--- config.mk ---
export PLATFORM = sky130hd
export DESIGN_NAME = uart_rx
export DESIGN_NICKNAME = d
export VERILOG_FILES = /design/src/rtl/uart_rx.sv
export SDC_FILE = /design/constraint.sdc
export NUM_CORES = 1
export LEC_CHECK = 0
export CORE_ASPECT_RATIO = 1.5
export CORE_MARGIN = 5
export CORE_UTILIZATION = 55
export DETAILED_ROUTE_END_ITERATION = 12
export PLACE_DENSITY = 0.78
export REMOVE_ABC_BUFFERS = 1
export SYNTH_ARGS = -nofsm -noshare
export SYNTH_HDL_FRONTEND = slang
export SYNTH_SLANG_ARGS = --single-unit
--- constraint.sdc ---
create_clock -name clk -period 2.1 [get_ports clk]
set_input_delay 0.42 -clock clk [delete_from_list [all_inputs] [get_ports clk]]
set_output_delay 0.42 -clock clk [all_outputs]
set_load 0.01 [all_outputs]
--- src/rtl/uart_rx.sv ---
// uart_rx: 8N1 serial receiver with mid-bit sampling referenced to the start-bit midpoint.
// Optional even-parity checking is enabled by defining UART_RX_PARITY_EN (adds a parity bit
// between data bit 7 and the stop bit); without it parity_err_o is tied low.
module uart_rx #(
  parameter int unsigned CLKS_PER_BIT = 868
) (
  input  logic       clk,
  input  logic       rst_n,
  input  logic       rx_i,
  output logic [7:0] rx_data_o,
  output logic       rx_done_o,
  output logic       frame_err_o,
  output logic       parity_err_o,
  output logic       busy_o
);

  localparam int unsigned CW = $clog2(CLKS_PER_BIT);
  localparam logic [CW-1:0] HalfM1 = CW'(CLKS_PER_BIT / 2 - 1);
  localparam logic [CW-1:0] BitEnd = CW'(CLKS_PER_BIT - 1);

  typedef enum logic [2:0] {StIdle, StStart, StData, StParity, StStop, StBreak} state_e;

  state_e        state_q, state_d;
  logic          sync1_q, rx_s;
  logic [CW-1:0] cnt_q, cnt_d;
  logic [2:0]    idx_q, idx_d;
  logic [7:0]    shift_q, shift_d;
  logic [7:0]    data_q, data_d;
  logic          done_q, done_d;
  logic          ferr_q, ferr_d;
  logic          busy_q;

  // Two-flop synchroniser; idle-high reset value so reset release is not seen as a start bit.
  always_ff @(posedge clk or negedge rst_n) begin
    if (!rst_n) begin
      sync1_q <= 1'b1;
      rx_s    <= 1'b1;
    end else begin
      sync1_q <= rx_i;
      rx_s    <= sync1_q;
    end
  end

`ifdef UART_RX_PARITY_EN
  logic par_q, par_d;
  logic perr_q, perr_d;

  // Parity bit capture and parity error pulse register.
  always_ff @(posedge clk or negedge rst_n) begin
    if (!rst_n) begin
      par_q  <= 1'b0;
      perr_q <= 1'b0;
    end else begin
      par_q  <= par_d;
      perr_q <= perr_d;
    end
  end

  assign parity_err_o = perr_q;
`else
  assign parity_err_o = 1'b0;
`endif

  // Receiver state, counters and registered outputs.
  always_ff @(posedge clk or negedge rst_n) begin
    if (!rst_n) begin
      state_q <= StIdle;
      cnt_q   <= '0;
      idx_q   <= '0;
      shift_q <= '0;
      data_q  <= '0;
      done_q  <= 1'b0;
      ferr_q  <= 1'b0;
      busy_q  <= 1'b0;
    end else begin
      state_q <= state_d;
      cnt_q   <= cnt_d;
      idx_q   <= idx_d;
      shift_q <= shift_d;
      data_q  <= data_d;
      done_q  <= done_d;
      ferr_q  <= ferr_d;
      busy_q  <= (state_d != StIdle);
    end
  end

  // Next-state logic: frame sequencing, bit sampling and result pulses.
  always_comb begin
    state_d = state_q;
    cnt_d   = cnt_q;
    idx_d   = idx_q;
    shift_d = shift_q;
    data_d  = data_q;
    done_d  = 1'b0;
    ferr_d  = 1'b0;
`ifdef UART_RX_PARITY_EN
    par_d   = par_q;
    perr_d  = 1'b0;
`endif
    unique case (state_q)
      StIdle: begin
        if (!rx_s) begin
          state_d = StStart;
          cnt_d   = '0;
        end
      end
      StStart: begin
        if (cnt_q == HalfM1) begin
          cnt_d = '0;
          idx_d = '0;
          // A start bit that is gone by its midpoint was a glitch.
          state_d = rx_s ? StIdle : StData;
        end else begin
          cnt_d = cnt_q + CW'(1);
        end
      end
      StData: begin
        if (cnt_q == BitEnd) begin
          shift_d = {rx_s, shift_q[7:1]};
          cnt_d   = '0;
          idx_d   = idx_q + 3'd1;
          if (idx_q == 3'd7) begin
`ifdef UART_RX_PARITY_EN
            state_d = StParity;
`else
            state_d = StStop;
`endif
          end
        end else begin
          cnt_d = cnt_q + CW'(1);
        end
      end
      StParity: begin
        if (cnt_q == BitEnd) begin
          cnt_d   = '0;
          state_d = StStop;
`ifdef UART_RX_PARITY_EN
          par_d = rx_s;
`endif
        end else begin
          cnt_d = cnt_q + CW'(1);
        end
      end
      StStop: begin
        if (cnt_q == BitEnd) begin
          cnt_d = '0;
          if (rx_s) begin
            state_d = StIdle;
`ifdef UART_RX_PARITY_EN
            if ((^shift_q) != par_q) begin
              perr_d = 1'b1;
            end else begin
              data_d = shift_q;
              done_d = 1'b1;
            end
`else
            data_d = shift_q;
            done_d = 1'b1;
`endif
          end else begin
            // Frame error wins over parity; wait out a break before re-arming.
            ferr_d  = 1'b1;
            state_d = StBreak;
          end
        end else begin
          cnt_d = cnt_q + CW'(1);
        end
      end
      StBreak: begin
        if (rx_s) state_d = StIdle;
      end
      default: state_d = StIdle;
    endcase
  end

  assign rx_data_o   = data_q;
  assign rx_done_o   = done_q;
  assign frame_err_o = ferr_q;
  assign busy_o      = busy_q;

endmodule

# ---- Yosys cells after proc, flatten, opt, wreduce, memory -nomap -nowiden
# Index checks and enable logic that the tools add are counted.
dict set report word_totals {
  register_bits 37
  input_bits 3
  output_inout_bits 12
  word_cells 55
}
dict set report classes {
  n_addsub 2
  eq_ne 11
  mux 23
  reduce_logical 9
}
# cell count
set op_table {}
lappend op_table {{$mux 10} 3}
lappend op_table {{$mux 3} 10}
lappend op_table {{$pmux 10 s3} 1}
lappend op_table {{$pmux 3 s6} 1}
lappend op_table {{$add 10x1->10 const B} 1}
lappend op_table {{$eq 10x10->1 const B} 1}
lappend op_table {{$eq 10x9->1 const B} 1}
lappend op_table {{$eq 3x3->1 const B} 3}
lappend op_table {{$eq 3x2->1 const B} 2}
lappend op_table {{$mux 1} 6}
lappend op_table {{$ne 2x2->1 const B} 3}
lappend op_table {{$pmux 3 s2} 1}
lappend op_table {{$reduce_and 3->1} 2}
lappend op_table {{$reduce_bool 3->1} 2}
lappend op_table {{$reduce_and 2->1} 2}
lappend op_table {{$add 3x1->3 const B} 1}
lappend op_table {{$eq 3x1->1 const B} 1}
lappend op_table {{$logic_not 3->1} 1}
lappend op_table {{$reduce_or 3->1} 1}
lappend op_table {{$mux 2} 1}
lappend op_table {{$reduce_bool 2->1} 1}

# ---- Depth between registers and ports, before layout
dict set report logic_depth {
  depth_word 5
  ltp_mapped 7
  ltp_nobuf 6
}

# ---- Worst setup path after synthesis
# No wires, ideal clock.
dict set report synth_timing {
  kind {register -> register}
  start {reg cnt_q[0]}
  end {reg data_q[0], in the netlist rx_data_o[0]}
  setup_time_ps 125
  arrival_time_ps 1669
  required_time_ps 1975
  slack_ps 306
  path_stages_with_launch 6
  path_buffers 0
  synth_period_minus_slack_ps 1794
  cell_sequence {dfrtp_1 ha_1 nor4b_4 nand3_4 nor2_8 mux2_4}
}
dict set report synth_via {
  elab_chain_len 2
}
# item line
set synth_rtl {}
lappend synth_rtl {{start, declared} 25} ;# logic [CW-1:0] cnt_q, cnt_d;
lappend synth_rtl {{start signal, assigned} 77} ;# cnt_q <= cnt_d;
lappend synth_rtl {{$eq 10x10->1} 145} ;# if (cnt_q == BitEnd) begin
lappend synth_rtl {{$reduce_and 3->1 (no source line)} --}
lappend synth_rtl {{end signal, assigned} 80} ;# data_q <= data_d;
lappend synth_rtl {{end, declared} 28} ;# logic [7:0] data_q, data_d;
# Every way passes these cells.
# A chain may end at the register's enable or synchronous reset.

# ---- Worst setup path in the final report
# Same ends and word-level chain as after synthesis.

==> results.ini <==
[route]
postRouteAntennaNets=0
wl_per_cell_um=16.6
vias_per_cell=5.92
drc=0
firstDrtPassIters=4
dr_total_vias=1338
drt-initial-drc-count=52
wl_mm=3.75

[setup_path]
reg2regPathDepth=5
crit_path_start=cnt_q[0]
timing.rr.start=cnt_q[0]
critPathLaunchType=flip-flop
ff2ff_setup_slack_ns=0.14
cp-end-kind=flip-flop
reg2reg_to=rx_data_o[0]
path_class=reg -> reg
worstPathRequired_ns=2.27
worstPathArrival_ns=2.13
cp_max_fo=8

[floorplan]
die_x_um=58.8
start_util_pct=57.4
ios=15
coreArea_sq_um=3420
dieHeight_um=83.2
dieArea_sq_um=4890
num_rows=26

[cts]
clk_pin_slew_ns=0.07
cts_tree=done
cts_setup_buffers=0
htreeDepth=2
postCtsHoldBufs=0
postCtsResizedCells=0
clk_latency_ns=0.29
clock_sinks=37
cts_made_buffers=5
cts_root_buf=clkbuf_8
cts_buffer_depth=2

[logic_synthesis]
ys_seq_elements=37
yosys-top-cells-area=dfrtp_1 (45%), mux2_4 (12%), nand2_1 (3.3%), dfstp_2 (2.7%), ha_1 (2.6%)
synth_ff_type=dfrtp_1
synth_area_sq_um=1960
syn_area_per_cell_sq_um=11.7
synthCells=167
yosysMostFrequentCell=dfrtp_1
yosysTopAreaCell=dfrtp_1
async_reset_ff_share_pct=100
yosysWarnings=0
synth_top_cell_area_share_pct=44.6
yosys-top-cells-count=dfrtp_1 (35), nand2_1 (17), mux2_4 (16)
synth_edf_count=0
synth.distinct_cells=52
synth_seq_area_share_pct=47.3

[min_path]
hold_path_class=reg -> reg
hold_start=sync1_q
holdPathEnd=rx_s
holdPathStages=0

[grt]
grt_overflow=0
grt_max_degree=38
antenna_found_initial=0
grt_pass1_wl_mm=6.49
grt_usage_pct=17.2
grt_pass1_vias=1434

[final_layout]
final_layout_size_suffix_gt1_share_pct=20.1
final-seq-area_sq_um=928
fillers=280
multi_input_area_sq_um=978
stdcell_count=226
diodes=0
nets=190
syn2layout_area_growth_pct=15.2

[timing]
hold_ws_ns=0.358
min_period_ns=1.96
skew_ns=0.00347
setup_tns_ns=0
setup_viol=0
tightest_slew_ns=0.507
max_freq_mhz=510
drv_slew=0
rsz0062_at_grt=false
period_share_pct=93.4
max-slew-margin-rel_pct=66.2
finalHoldViolations=0

[power_and_ir_drop]
p_per_area_nw_per_um2=649
leakage_nw=1.05
p_sw_share_pct=18.3
comb_power_share_pct=1.4
clockPowerShare_pct=49.6
p_seq_share_pct=49.0
p_sw_mw=0.268
p_int_mw=1.20
peakVddDrop_mv=0.648

[place]
routabilityCongestion=0.883
place_inst=218
dp_hpwl_mm=2.80
numPortBuffers=13

[outcome]
outcome=complete, no violations

[job]
drv_cap=0

==> worst max-delay path, stage by stage, from the launching register on <==
cell,delay (ns)
dfrtp_1,0.43
ha_1,0.27
nor4b_4,0.35
nand3_4,0.21
nor2_8,0.27
mux2_4,0.33
==> worst max-delay path by stage <==
| stage | to | depth (start not counted) |
|---|---|---|
| after global routing | rx_data_o[6] | 5 |
| final | rx_data_o[0] | 5 |
| after CTS | rx_data_o[0] | 5 |
| after detailed placement | rx_data_o[0] | 5 |
| after global placement | rx_data_o[6] | 5 |
| after floorplan | rx_data_o[0] | 5 |
==> layout make-up <==
| class | instances | share of cell area (%) |
|---|---|---|
| clock buffer | 5 | 3.04 |
| multi-input combinational | 119 | 43.3 |
| sequential | 37 | 41.1 |
| timing repair buffer | 15 | 6.42 |
| inverter | 5 | 0.830 |
| clock inverter | 3 | 3.04 |
| tap | 42 | 2.32 |
==> power by group through the flow <==
stage                     clock network (mW)  registers [mW]  logic (mW)
after global routing                   0.775           0.719      0.0245
after CTS                              0.749           0.718      0.0216
after global placement                     0           0.732      0.0212
after floorplan                            0           0.731     0.00266
after detailed placement                   0           0.732      0.0217
final                                  0.728           0.719      0.0206
==> sequential cells by signal, summed over array words and instances, names as in the netlist <==
name / count
busy_o: 1
cnt_q: 10
frame_err_o: 1
idx_q: 3
rx_data_o: 8
rx_done_o: 1
rx_s: 1
shift_q: 8
state_q: 3
sync1_q: 1
==> stage by stage <==
stage | area (sq um) | power, mW | util [%] | worst slack [ns]
after global placement | 2120 | 0.753 | 62.2 | 0.216
after global routing | 2260 | 1.52 | 66.2 | 0.0118
after detailed placement | 2120 | 0.754 | 62.2 | 0.130
final | 2260 | 1.47 | 66.2 | 0.138
after floorplan | 1930 | 0.734 | - | 0.306
after CTS | 2260 | 1.49 | 66.2 | 0.111
==> routing by layer <==
layer	up-vias	global-route usage (%)	routed length, um
li1	639	-	-
met1	667	18.1	1490
met2	26	30.7	2050
met3	6	4.35	139
met4	0	7.63	78
met5	-	0	0
==> placed cells by master, fill, tap and decap left out, types with 4 or more instances in the layout <==
master	synthesis	layout
a21oi_1	5	5
and3b_1	4	4
clkbuf_8	0	5
clkdlybuf4s50_1	0	13
dfrtp_1	35	35
ha_1	4	4
inv_1	5	5
mux2_4	16	16
nand2_1	17	17
nand3_1	5	5
nor2_1	6	6
nor3_1	4	4
o21ai_1	6	6
o22ai_1	5	5
==> cell families (layout without fill, tap and decap cells) <==
kind of cell / Yosys count / after routing / synth area share (%)
simple gates: 62 / 62 / 21.4
fa+ha+maj: 4 / 4 / 2.55
mux: 18 / 18 / 13.3
buf+inv: 11 / 28 / 2.81
other cells: 1 / 1 / 0.191
compound gates: 34 / 34 / 12.5
flops: 37 / 37 / 47.3
Note: power is estimated with default switching activity, not from simulation.
